### config.mk
export PLATFORM = sky130hd
export DESIGN_NAME = jm_kernel_adapter
export DESIGN_NICKNAME = d
export VERILOG_FILES = /design/src/rtl/jm_pkg.sv /design/src/rtl/jm_sat_counter.sv /design/src/rtl/jm_kernel_adapter.sv
export SDC_FILE = /design/constraint.sdc
export NUM_CORES = 1
export LEC_CHECK = 0
export CAP_MARGIN = 10
export CORE_AREA = 5 5 611 613
export CTS_CLUSTER_SIZE = 28
export DETAILED_ROUTE_END_ITERATION = 7
export DIE_AREA = 0 0 616 618
export HOLD_SLACK_MARGIN = 0.05
export MAX_ROUTING_LAYER = met4
export PLACE_DENSITY_LB_ADDON = 0.08
export SYNTH_ARGS = -nofsm -noshare
export SYNTH_HDL_FRONTEND = slang
export SYNTH_HIERARCHICAL = 1
export SYNTH_SLANG_ARGS = --single-unit
### constraint.sdc
create_clock -name clk -period 2.4 [get_ports clk]
set_clock_uncertainty 0.2 [all_clocks]
set_input_delay 0.48 -clock clk [delete_from_list [all_inputs] [get_ports clk]]
set_output_delay 0.48 -clock clk [all_outputs]
set_load 0.1 [all_outputs]
### src/rtl/jm_pkg.sv
// Shared definitions for the job-manager kernel adapter: FSM state encoding,
// the timeout return code and default descriptor layout.
package jm_pkg;

    // ST_HALT is only reachable when JM_KERNEL_WATCHDOG_EN is defined.
    typedef enum logic [1:0] {
        ST_IDLE  = 2'd0,
        ST_START = 2'd1,
        ST_RUN   = 2'd2,
        ST_HALT  = 2'd3
    } jm_state_e;

    // All-ones return code reported on watchdog timeout. It is wide enough
    // for any practical RC_WIDTH; users take the low RC_WIDTH bits.
    localparam logic [63:0] RC_TIMEOUT = '1;

    // The job-descriptor header occupies the low 64 bits of jd_payload.
    localparam int DEF_ARG_OFFSET = 64;

endpackage

### src/rtl/jm_sat_counter.sv
// Saturating up-counter with synchronous clear, count enable and an
// equality compare output. Used for the kernel run-time count, and its
// compare output feeds the optional watchdog.
module jm_sat_counter #(
    parameter int WIDTH = 32
) (
    input  logic             clk,
    input  logic             rst_n,
    input  logic             clr,
    input  logic             en,
    input  logic [WIDTH-1:0] cmp_val,
    output logic [WIDTH-1:0] count,
    output logic             cmp_eq
);

    // Count up while enabled, hold at all-ones instead of wrapping.
    always_ff @(posedge clk or negedge rst_n) begin
        if (!rst_n) begin
            count <= '0;
        end else if (clr) begin
            count <= '0;
        end else if (en && (count != '1)) begin
            count <= count + WIDTH'(1);
        end
    end

    assign cmp_eq = (count == cmp_val);

endmodule

### src/rtl/jm_kernel_adapter.sv
// Adapter between one job-manager kernel slot and an HLS ap_ctrl_hs kernel.
// Latches the kernel arguments from the job descriptor, runs the ap_start /
// ap_ready / ap_done handshake, reports completion with engine_done and
// return_code, and measures kernel run time in cycle_count.
//
// Optional watchdog: define JM_KERNEL_WATCHDOG_EN to time out a kernel that
// runs for WDOG_LIMIT cycles; the slot then reports RC_TIMEOUT and parks in
// HALT until the kernel shows ap_done or ap_idle.
//
// state    | meaning
// ---------+-----------------------------------------------------------
// ST_IDLE  | no job; accepts engine_start
// ST_START | ap_start asserted, waiting for ap_ready
// ST_RUN   | arguments taken, waiting for ap_done
// ST_HALT  | timed out, done already reported; waiting for kernel to settle
module jm_kernel_adapter
    import jm_pkg::*;
#(
    parameter int          HOST_DWIDTH = 1024,
    parameter int          ARG_OFFSET  = DEF_ARG_OFFSET,
    parameter int          ARG_WIDTH   = 512,
    parameter int          RC_WIDTH    = 8,
    parameter int          CYC_WIDTH   = 32,
    parameter int unsigned WDOG_LIMIT  = 2**24
) (
    input  logic                   clk,
    input  logic                   rst_n,
    input  logic                   engine_start,
    input  logic [HOST_DWIDTH-1:0] jd_payload,
    output logic                   engine_done,
    output logic [RC_WIDTH-1:0]    return_code,
    output logic                   busy,
    output logic                   ap_start,
    input  logic                   ap_ready,
    input  logic                   ap_done,
    input  logic                   ap_idle,
    input  logic [RC_WIDTH-1:0]    ap_return,
    output logic [ARG_WIDTH-1:0]   kernel_args,
    output logic [CYC_WIDTH-1:0]   cycle_count
);

    localparam logic [CYC_WIDTH-1:0] WDOG_CMP = CYC_WIDTH'(WDOG_LIMIT);
    localparam logic [RC_WIDTH-1:0]  RC_TO    = RC_TIMEOUT[RC_WIDTH-1:0];

    jm_state_e               state;
    jm_state_e               state_nxt;
    logic                    done_nxt;
    logic [RC_WIDTH-1:0]     rc_nxt;
    logic [ARG_WIDTH-1:0]    args_nxt;
    logic                    cnt_clr;
    logic                    cnt_en;
    logic                    cnt_eq;
    logic                    wdog_hit;

    jm_sat_counter #(
        .WIDTH (CYC_WIDTH)
    ) u_cycle_cnt (
        .clk     (clk),
        .rst_n   (rst_n),
        .clr     (cnt_clr),
        .en      (cnt_en),
        .cmp_val (WDOG_CMP),
        .count   (cycle_count),
        .cmp_eq  (cnt_eq)
    );

`ifdef JM_KERNEL_WATCHDOG_EN
    assign wdog_hit = cnt_eq;
`else
    assign wdog_hit = 1'b0;
`endif

    // Decoded from the state register so both drop the moment reset asserts.
    assign ap_start = (state == ST_START);
    assign busy     = (state != ST_IDLE);

    // Descriptor header bits and unused handshake inputs are intentionally ignored.
    logic unused_ok;
    assign unused_ok = ^{jd_payload, ap_idle, cnt_eq};

    // State register plus the registered completion outputs and argument latch.
    always_ff @(posedge clk or negedge rst_n) begin
        if (!rst_n) begin
            state       <= ST_IDLE;
            engine_done <= 1'b0;
            return_code <= '0;
            kernel_args <= '0;
        end else begin
            state       <= state_nxt;
            engine_done <= done_nxt;
            return_code <= rc_nxt;
            kernel_args <= args_nxt;
        end
    end

    // Next-state and next-output decode. ap_done wins over a same-cycle
    // timeout, and a done sampled in START completes without visiting RUN.
    always_comb begin
        state_nxt = state;
        done_nxt  = 1'b0;
        rc_nxt    = return_code;
        args_nxt  = kernel_args;
        cnt_clr   = 1'b0;
        cnt_en    = 1'b0;
        case (state)
            ST_IDLE: begin
                if (engine_start) begin
                    state_nxt = ST_START;
                    args_nxt  = jd_payload[ARG_OFFSET +: ARG_WIDTH];
                    cnt_clr   = 1'b1;
                end
            end
            ST_START, ST_RUN: begin
                cnt_en = 1'b1;
                if (ap_done) begin
                    state_nxt = ST_IDLE;
                    done_nxt  = 1'b1;
                    rc_nxt    = ap_return;
                end else if (wdog_hit) begin
                    state_nxt = ST_HALT;
                    done_nxt  = 1'b1;
                    rc_nxt    = RC_TO;
                    cnt_en    = 1'b0;
                end else if ((state == ST_START) && ap_ready) begin
                    state_nxt = ST_RUN;
                end
            end
`ifdef JM_KERNEL_WATCHDOG_EN
            ST_HALT: begin
                if (ap_done || ap_idle) begin
                    state_nxt = ST_IDLE;
                end
            end
`endif
            default: begin
                state_nxt = ST_IDLE;
            end
        endcase
    end

endmodule

==> results.md, run 1 <==
- The final count of hold timing violations is 0.
- Among cell families on the critical path, the largest total delay comes from flip-flops.
- In this run, the number of DRC markers left after iteration 0 of detailed routing was roughly 480.
- The share of the clock period used by the worst path after layout is between 90 and 100%.
- The area occupied by registers is 14000 µm².
- The number of placed I/O pins is 1593.
- Subtracting the final worst setup slack from the clock period gives between 2 and 2.5 ns.
- In this run the worst hold path is classified as input pin to register.
- The first-pass iteration count of the detailed router is 4.
- Traced cell by cell, the critical path runs through inv_2 -> buf_6 -> ha_4 -> buf_12.
- The total global routing track utilization is ~10%.
- The max-cap violation count is 0.
- The cell area that synthesis handed to floorplanning was roughly 21000 µm².
- The worst slew margin relative to its limit is around two thirds.
- The net count of the mapped netlist is between 2000 and 2500.
- The H-tree was split into 3 levels.
- The flow ran to the end, and the final reports show no timing, DRC or antenna violations.
- Averaged over all synthesized cells, the footprint is around 16 µm².
- The congestion estimate from routability-driven global placement came to about 0.75.
- Of the cells placed in the final design, the portion with a size suffix greater than 1 is about 46%.
- The largest net degree at the start of global routing is 70.
- No sink is reached through more buffers than the 4 on the longest clock path.
- After detailed placement, the total cell area comes to 39800 µm².
- The number of global-route vias before repair is just over 20000.
- Measured along the x axis, the die boundary spans around 620 µm.
- The number of warning messages in the yosys log is 6.
- By startpoint and endpoint, the worst setup path is classified as register to primary output.
- The filler cells instantiated in the layout total 41300.
- The slowest cell on the critical path is sky130_fd_sc_hd__dfrtp_1.
- The post-synthesis instance total is about 1300.
- Derived from the worst setup path, the maximum achievable clock frequency is roughly 420 MHz.
- For this block, the routed nets add up to between 150000 and 200000 µm of wire.
- In this run the clock root is driven by a sky130_fd_sc_hd__clkbuf_16.
- Setup repair after global routing could not meet its margin everywhere.
- The floorplan row count is 223.
- The number of max-slew violations in the final report came to 0.
- In the routed design, unresolved DRC markers number 0.
- The final net count is around 4000.
- The clock slew seen by the registers of the worst setup and hold paths is about 0.050 ns.
- The routed wirelength normalized by instance count is between 20 and 25 µm.
- The post-route core utilization is between 10% and 20%.
- The capturing element type of the critical path is a primary output.
- Buffers inserted during clock tree synthesis total 97.
- The combined buffer and inverter count along the critical path is 3.
- The worst setup path is launched from a register.
- In the layout the commonest cells are sky130_fd_sc_hd__clkdlybuf4s50_1, sky130_fd_sc_hd__dfrtp_1, sky130_fd_sc_hd__buf_4.
- The biggest cell delay along the critical path is around 0.39 ns.
- Detailed placement ended at an HPWL of ~160000 µm.
- The core area is 367000 µm².
- Data on the critical path is required at its endpoint by between 1.5 and 2 ns.
- The floorplan step defined a die boundary enclosing around 380000 µm².
- At the later pin of the worst-skew pair, clock insertion delay measures 0.78 ns.
- At the pin with the least slew margin, the transition time is 0.514 ns.
- The final non-filler cell area is about 47000 µm².
- The endpoint arrival time on the critical path is roughly 1.7 ns.
- The number of input and output port buffers inserted is about 1100.
- The routed layout has about 18000 vias.
- The number of nets still failing antenna checks after routing is 0.
- The first global-routing pass estimated between 200000 and 250000 µm of wire.
- The die span in y is approximately 600 µm.
- Summing all multi-input logic gate instances after layout gives around 7000 µm².
- Setup violations remaining at the end of the flow were counted as 0.
- Of all nets on the critical path, the largest fanout is 3.
- At the placement stage, the worst setup path has a slack of -0.205 ns.
- The hold slack is ~0.14 ns.
- TritonCTS built the clock tree.
- The smallest setup slack after layout is about 0.023 ns.
- The library cell used most frequently in the layout, excluding fill and tap cells, is sky130_fd_sc_hd__clkdlybuf4s50_1.
- The effective utilization at floorplan is 5.80%.
- CTS saw 555 sinks.
- The number of antenna violations at the first check in global routing was about 60.
- The layout overhead on the synthesized area is 122%.
- The number of vias per cell after detailed routing is between 2 and 2.5.
- The leftover overflow at the end of global routing is 0.
## per-stage QoR
| step | setup TNS, ns | instances |
|---|---|---|
| floorplan | -0.463 | 1313 |
| global placement | -65.63 | 7299 |
| detailed placement | -60.42 | 7299 |
| CTS | -0.170 | 7854 |
| global route | -0.337 | 7892 |
| finish | 0 | 7896 |
## state kept, by name, summed over array words and instances, names as in the netlist
| signal | count |
|---|---|
| u_cycle_cnt/count | 32 |
| engine_done | 1 |
| state | 2 |
| kernel_args | 512 |
| return_code | 8 |
## timing repair
item,in CTS,in global routing
resized for setup,61,9
setup endpoints to repair,47,90
hold endpoints to repair,937,0
gates cloned,1,3
pin swaps,2,4
buffers inserted,2,11
hold buffers,384,0
## final cells by class
class,instances,share of cell area (%)
repair buffers,1619,36.2
inverters,12,0.106
well taps,4837,12.8
flip-flops and latches,555,29.5
clock inverters,18,0.426
diodes,28,0.148
multi-input cells,676,14.7
clock buffers,151,6.05
## final timing paths
kind / from / endpoint / slack (ns) / cells after the start
worst max register to register: u_cycle_cnt/count[15] / u_cycle_cnt/count[9] / 0.12 / 6
max in group asynchronous: rst_n / kernel_args[67] / 0.99 / 3
worst max-delay path: state[1] / ap_start / 0.02 / 4
worst min register to register: kernel_args[43] / kernel_args[43] / 0.28 / 1
worst min-delay path: jd_payload[527] / kernel_args[463] / 0.14 / 2
min in group asynchronous: rst_n / kernel_args[501] / 0.18 / 3
## metal layers
layer	vias to the layer above	wire length, µm	global-route usage [%]
met2	840	92600	16.5
met1	8977	72600	10.5
met3	215	18100	4.28
met4	0	4320	2.19
met5	-	0	-
li1	8074	-	-
Power of run 1 is left out: the tool's default activity adds up to more than one toggle a clock period on the data nets, which glitch-free logic cannot reach.
==> run 2, diff against run 1 <==
--- a/config.mk
+++ b/config.mk
@@ -6,14 +6,13 @@
 export NUM_CORES = 1
 export LEC_CHECK = 0
 export CAP_MARGIN = 10
-export CORE_AREA = 5 5 611 613
+export CORE_AREA = 5 5 624 626
 export CTS_CLUSTER_SIZE = 28
 export DETAILED_ROUTE_END_ITERATION = 7
-export DIE_AREA = 0 0 616 618
+export DIE_AREA = 0 0 629 631
 export HOLD_SLACK_MARGIN = 0.05
 export MAX_ROUTING_LAYER = met4
 export PLACE_DENSITY_LB_ADDON = 0.08
 export SYNTH_ARGS = -nofsm -noshare
 export SYNTH_HDL_FRONTEND = slang
-export SYNTH_HIERARCHICAL = 1
 export SYNTH_SLANG_ARGS = --single-unit
==> run 2 against run 1 <==
  * Die area is 4.3% higher
  * Utilization fell by 0.77 points
  * Synthesized area shrank 0.27%
  * Fmax up 1.0%
  * Count of clock-buffer cells in the layout decreased by 7
  * Global-route usage is 0.47 points lower
  * Critical path type unchanged
  * Sequential share of layout area rose by 0.54 points
  * Final cell count rose by 17%
  * Via count up 25%
  * First-iteration DRC count grew 110%
  * Wire length decreased by 1.4%
==> results.md, run 2 <==
- The tree is rooted in a sky130_fd_sc_hd__clkbuf_16.
- The area of the multi-input gates is roughly 7000 µm².
- The largest buffer count on any clock path is 4.
- The flow ran to the end, and the final reports show no timing, DRC or antenna violations.
- After layout, the worst path uses 98.0% of the clock period.
- For this run, the top clock speed supported by timing is 425 MHz.
- For this run, the post-layout net count is ~5000.
- Counting I/O delays and the setup requirement, the final critical path takes between 2 and 2.5 ns.
- The post-route netlist has a little under a quarter of its cells at a drive strength greater than 1.
- The net count of the mapped netlist is 3434.
- The measured slew at the worst slew-check pin is ~0.55 ns.
- The flip-flop count of the largest register after layout is between 500 and 600.
- The violation count after the first detailed-routing iteration is 1027.
- The final route contains between 20000 and 25000 vias.
- The number of nets still failing antenna checks after routing is 0.
- Summed over all failing endpoints, the final setup total negative slack is 0 ns.
- Clock-pin slew was measured on the worst setup and hold paths at 0.05 ns.
- The CTS buffer count is 96.
- TritonCTS built the clock tree.
- The largest register by flop count is kernel_args.
- The number of global-route vias before repair is 24800.
- Of all nets on the critical path, the largest fanout is 2.
- The routability-driven placement congestion ratio is roughly 0.77.
- The area occupied by registers is 14000 µm².
- The first detailed-routing pass ran for 5 iterations.
- Yosys attributes the largest share of cell area to sky130_fd_sc_hd__dfrtp_1, sky130_fd_sc_hd__nand2_1, sky130_fd_sc_hd__clkbuf_1.
- Row generation in the floorplan step produced 228 rows.
- Timing analysis after detailed placement gives a worst setup slack of -0.219 ns.
- The clock drives ~560 sinks.
- The number of synthesized register bits is roughly 560.
- The share of synthesized area occupied by flip-flops and latches is 65.3%.
- The floorplan step set the die height to 631 µm.
- The filler cell count is around 44000.
- Across the run, the number of max-cap violations was 0.
- At the later pin of the worst-skew pair, clock insertion delay measures around 0.8 ns.
- Summed over its instances, the top area cell type makes up around two thirds of the synthesized netlist area.
- For this run, design rule violations remaining after detail routing come to 0.
- During placement, the flow inserted port buffers numbering roughly 1100.
- The synthesized netlist devotes under 10% of its cell area to compound gates.
- The netlist uses 31 different library cells.
- For the worst flop-to-flop path, the logic depth is 6.
- For this run the aggregate overflow at the end of global routing stands at 0.
- The worst setup path is captured at a primary output.
- The width of the die is 629 µm.
- The finished layout holds slightly above 9000 standard cells, fillers aside.
- The most used flip-flop cell after synthesis is sky130_fd_sc_hd__dfrtp_1.
- Summed over all layers, the routed wires come to ~190000 µm.
- Hold is met by 0.139 ns.
- The portion of synthesized area spent on multiplexers is less than 1%.
- The number of max-slew violations in the final report came to 0.
- In the global route stage, overall resource usage came out at 9.28%.
- The largest family of logic cells by synthesized area is simple AND/OR/NAND/NOR gates.
- The number of placed I/O pins is approximately 1600.
- Across all register-to-register paths, the minimum setup slack is approximately 0.080 ns.
- The largest registers in the layout are kernel_args (512), u_cycle_cnt.count (32), return_code (8).
- The floorplan step defined a core boundary enclosing around 380000 µm².
- The required time reported for the critical path endpoint is around 1.7 ns.
- The first-pass GRT wire length is about 240000 µm.
- Ranked by instance count, the synthesized netlist is headed by sky130_fd_sc_hd__nand2_1, sky130_fd_sc_hd__dfrtp_1, sky130_fd_sc_hd__clkbuf_1.
- Once routing completed, OpenROAD measured the worst setup slack at around 0.048 ns.
- The count of flip-flops with a built-in enable after synthesis is 0.
- The worst hold path was traced through 3 stages.
- The post-DP HPWL is between 150000 and 200000 µm.
- The area fraction in and, or, nand and nor cells after synthesis is 29.6%.
- The area of the die is 397000 µm².
- After detailed routing, the average wire length per cell comes to roughly 20 µm.
- The proportion of register bits with asynchronous set or reset after synthesis is between 90% and 100%.
- The mean area per synthesized cell is between 8 and 9 µm².
- The adder and majority cell fraction of the synthesized area is 0.294%.
- The min-delay analysis places its worst path in the category input pin to register.
- The worst pin sits at a relative slew slack of 63.0%.
- The library cell with the largest summed area after synthesis is sky130_fd_sc_hd__dfrtp_1.
- The type of element launching the critical path is a register.
- The number of vias per cell after detailed routing is around 2.5.
- Leaving out fill and tap cells, the most frequent cells in the layout are sky130_fd_sc_hd__nand2_1, sky130_fd_sc_hd__buf_4, sky130_fd_sc_hd__clkdlybuf4s50_1.
- The H-tree was split into 3 levels.
- Counting every instance in the synthesized netlist gives 2391.
- Setup repair after global routing could not meet its margin everywhere.
- The final count of hold timing violations is 0.
- The number of warning messages in the yosys log is 0.
- The endpoint arrival time on the critical path is ~1.7 ns.
- The layout overhead on the synthesized area is 118%.
- Of the total synthesized cell area, the portion taken by XOR and XNOR cells is 0.0824%.
- Including well taps, the total number of placed cells is around 8600.
- The number of antenna violations at the first check in global routing is 60.
- The critical path is of the register to primary output type.
- The most instantiated library cell after synthesis is sky130_fd_sc_hd__nand2_1.
- The initial utilization of the core area, before any placement, comes to around 5.5%.
- The library cell used most frequently in the layout, excluding fill and tap cells, is sky130_fd_sc_hd__nand2_1.
- The mapped netlist covers 21300 µm².
- Entering global routing, the biggest net connects slightly above 60 pins.
- The number of failing setup endpoints in the final timing report is 0.
[run 2: kinds of logic after synthesis]
logic type,count (synthesis)
AOI/OAI and AO/OA,64
buffers and inverters,131
xor gates and xnor gates,2
muxes,8
and+or+nand+nor,1626
adders and majority gates,5
DFF,555
[run 2: routing by layer]
metal / wire (µm) / track usage, % / part of all wire (%)
met1: 75500 / 10.5 / 41
met2: 92500 / 16.0 / 50
met3: 13900 / 3.16 / 7.5
met4: 3120 / 1.60 / 1.7
met5: 0 / - / 0
[run 2: area by class of cell]
class,count,share of cell area (%)
multi-input cells,1707,15.0
clock inverters,20,0.494
diodes,36,0.194
clock buffers,144,5.89
flip-flops and latches,555,30.1
well taps,5060,13.6
repair buffers,1675,34.6
inverters,7,0.0620
[run 2: final timing paths]
check	endpoint	startpoint
worst max-delay path	ap_start	state[1]
worst min-delay path	kernel_args[466]	jd_payload[530]
worst max register to register	u_cycle_cnt.count[13]	u_cycle_cnt.count[0]
worst min register to register	kernel_args[426]	kernel_args[426]
max in group asynchronous	kernel_args[284]	rst_n
min in group asynchronous	kernel_args[60]	rst_n
[run 2: critical path, cell delays in order (launching register included)]
cell                      delay (ns)
sky130_fd_sc_hd__dfrtp_1        0.40
sky130_fd_sc_hd__inv_2          0.09
sky130_fd_sc_hd__buf_6          0.11
sky130_fd_sc_hd__ha_4           0.15
sky130_fd_sc_hd__buf_12         0.17
[run 2: metrics by stage]
| step | area [µm²] | util [%] |
|---|---|---|
| floorplan | 21300 | - |
| global placement | 38800 | 10.1 |
| detailed placement | 38800 | 10.1 |
| CTS | 46200 | 12.1 |
| global route | 46400 | 12.1 |
| finish | 46400 | 12.1 |
[run 2: repair_timing]
| item | CTS | global route |
|---|---|---|
| gates cloned | 1 | 1 |
| hold buffers | 430 | 0 |
| pin swaps | 2 | 1 |
| setup buffers | 2 | 0 |
| resized for setup | 50 | 8 |
| endpoints found under the setup margin | 45 | 18 |
| endpoints found under the hold margin | 893 | 0 |
Power of run 2 is left out for the same reason.
==> run 3, diff against run 2 <==
--- a/config.mk
+++ b/config.mk
@@ -6,13 +6,12 @@
 export NUM_CORES = 1
 export LEC_CHECK = 0
 export CAP_MARGIN = 10
-export CORE_AREA = 5 5 624 626
+export CORE_AREA = 2 2 621 623
 export CTS_CLUSTER_SIZE = 28
 export DETAILED_ROUTE_END_ITERATION = 7
-export DIE_AREA = 0 0 629 631
+export DIE_AREA = 0 0 623 625
 export HOLD_SLACK_MARGIN = 0.05
 export MAX_ROUTING_LAYER = met4
-export PLACE_DENSITY_LB_ADDON = 0.08
 export SYNTH_ARGS = -nofsm -noshare
 export SYNTH_HDL_FRONTEND = slang
 export SYNTH_SLANG_ARGS = --single-unit
==> run 3 against run 2 <==
  * Cell area grew 2.2%
  * Via count grew 4.8%
  * Sequential share of layout area shrank 0.70 points
  * Non-clock buffer count shrank 20
  * Sequential cell count is the same
  * Worst setup slack gained 0.0052 ns
  * Register-to-register slack is essentially flat
  * Critical path depth is the same
  * Fmax grew 0.22%
  * Highest routed layer unchanged
==> results.md, run 3 (synthesized netlist as in run 2, its figures left out) <==
- The min-delay analysis places its worst path in the category input pin to register.
- The detail route stage leaves a number of antenna-violating nets equal to 0.
- The final count of hold timing violations is 0.
- Along the worst hold path, the cell count comes to 3.
- Entering global routing, the biggest net connects just over 80 pins.
- The setup TNS is 0 ns.
- Along the worst path, the maximum fanout reaches 3.
- The share of cells above drive strength 1 is about a fifth.
- The worst pin sits at a relative slew slack of a little over three fifths.
- The post-DP HPWL is about 180000 µm.
- The worst setup slack for register-to-register paths is ~0.09 ns.
- At the worst endpoint, the required time is approximately 1.7 ns.
- The endpoint of the worst-slack reg-to-reg timing path is u_cycle_cnt.count[29].
- The achievable frequency is 426 MHz.
- The largest registers in the layout are kernel_args (512), u_cycle_cnt.count (32), return_code (8).
- The largest buffer count on any clock path is 4.
- Clock latency on the worst-skew pair, taken at its later pin, is a little under 0.8 ns.
- After detailed routing, the number of vias per cell comes to roughly 2.6.
- The origin of the critical flop-to-flop path is u_cycle_cnt.count[0].
- The worst hold path begins at jd_payload[349].
- CTS saw ~560 sinks.
- The share of the clock period used by the worst path after layout is a little over nine tenths.
- The time the worst path needs with I/O delays and setup is approximately 2.3 ns.
- The die is between 600 and 700 µm wide.
- Setup repair after global routing could not meet its margin everywhere.
- In this run the clock root is driven by a sky130_fd_sc_hd__clkbuf_16.
- The number of global-route vias before repair is around 24000.
- The register with the most flip-flops in the layout has between 500 and 600 of them.
- The worst setup path is captured at a primary output.
- Setup violations remaining at the end of the flow were counted as 0.
- The clock slew seen by the registers of the worst setup and hold paths is roughly 0.05 ns.
- The routed wirelength normalized by instance count is around 22 µm.
- The remaining design rule violation count is 0.
- The floorplan row count is ~230.
- In this run the tool buffered the top-level ports with about 1100 buffer cells.
- The core area is about 380000 µm².
- The depth of the CTS H-tree is 3.
- The violation count after the first detailed-routing iteration is about 1300.
- For this configuration, the core starts out at a cell density of under 10%.
- TritonCTS built the clock tree.
- The number of max-slew violations in the final report is 0.
- The die span in y is 625 µm.
- The flow ran to the end, and the final reports show no timing, DRC or antenna violations.
- The CTS buffer count is between 80 and 90.
- The number of cells on the worst reg-to-reg path is 6.
- In this run, placement finished with an instance count of approximately 8500.
- From synthesis to final layout, the design area changed by 123%.
- The tool flagged a number of max-cap violations equal to 0.
- The worst setup path is launched from a register.
- In the final design database the tool counted 5049 nets.
- The largest register by flop count is kernel_args.
- For the pin with the worst max-slew slack, the measured transition is 0.558 ns.
- The first-pass iteration count of the detailed router is 5.
- The leftover overflow at the end of global routing is 0.
- Global routing used 10.4% of the available tracks across all layers.
- The worst hold path endpoint is kernel_args[285].
- At the placement stage, the worst setup path has a slack of -0.0846 ns.
- The total via count after detailed routing is between 20000 and 25000.
- The number of placed I/O pins is ~1600.
- The routability-driven placement congestion ratio is 0.915.
- The first global-routing pass estimated between 200000 and 300000 µm of wire.
- The die covers 389000 µm².
- The top cell types in the final layout, fill and taps aside, are sky130_fd_sc_hd__nand2_1, sky130_fd_sc_hd__dfrtp_1, sky130_fd_sc_hd__clkdlybuf4s50_1.
- By startpoint and endpoint, the worst setup path is classified as register to primary output.
- The routed design has slightly above 200000 µm of wire.
- The number of antenna violations at the first check in global routing is between 150 and 200.
- The endpoint arrival time on the critical path is between 1.5 and 2 ns.
- Leaving out fill and tap cells, the most frequent cell in the layout is sky130_fd_sc_hd__nand2_1.
- On the final layout, the worst hold slack is roughly 0.11 ns.
- For this run, the number of standard cells in the final layout without fillers is ~9200.
- Across all setup checks in the final design, the least slack found is approximately 0.053 ns.
==> run 3: changes by cell type in the layout (fill, tap and decap cells not counted), sizes merged, moves of 2 or more <==
cell,before,now
dlygate4sd3,430,454
bufinv,3,7
buf,722,678
diode,36,45
clkbuf,144,115
clkinvlp,4,2
clkinv,11,16
==> run 3: layout make-up <==
cell class                 count  area [µm²]
antenna                       45         113
clock buffer                 115        2320
clock inverter                28         393
fill                       43600      336000
inverter                       7        28.8
multi-input combinational   1706        6950
sequential                   555       13900
tap                         5060        6330
timing repair buffer        1655       17400
==> run 3: critical path: stages (launching register included) <==
cell and delay, ns:
sky130_fd_sc_hd__dfrtp_1 0.40, sky130_fd_sc_hd__inv_2 0.12, sky130_fd_sc_hd__ha_4 0.16, sky130_fd_sc_hd__inv_4 0.04, sky130_fd_sc_hd__buf_12 0.15
==> run 3: what timing repair did <==
action	4_1_cts	5_1_grt
hold endpoints to repair	960	0
buffers inserted	4	4
pin swaps	2	0
gates resized for setup	24	3
gates cloned	0	1
hold buffers	455	0
setup endpoints to repair	12	11
==> run 3: worst max-delay path by stage <==
stage | startpoint | end | slack [ns] | cells after the start
floorplan | state[0] | u_cycle_cnt.count[10] | -0.09 | 8
global placement | engine_start | u_cycle_cnt.count[28] | -0.09 | 7
detailed placement | engine_start | kernel_args[184] | -0.08 | 8
CTS | state[1] | busy | -0.05 | 4
global route | state[0] | busy | -0.03 | 4
finish | state[1] | busy | 0.05 | 4
==> run 3: stage by stage <==
stage	cell area (µm²)	util [%]
floorplan	21300	-
global placement	39900	10.4
detailed placement	39900	10.4
CTS	47200	12.3
global route	47400	12.4
finish	47400	12.4
==> run 3: routing by layer <==
layer | share of wire (%) | up-vias | track usage (%)
met3 | 14 | 516 | 6.15
met1 | 34 | 11300 | 9.95
li1 | - | 10700 | -
met4 | 5.9 | 0 | 4.89
met5 | 0 | - | -
met2 | 46 | 1316 | 16.8
Power of run 3 is left out for the same reason.
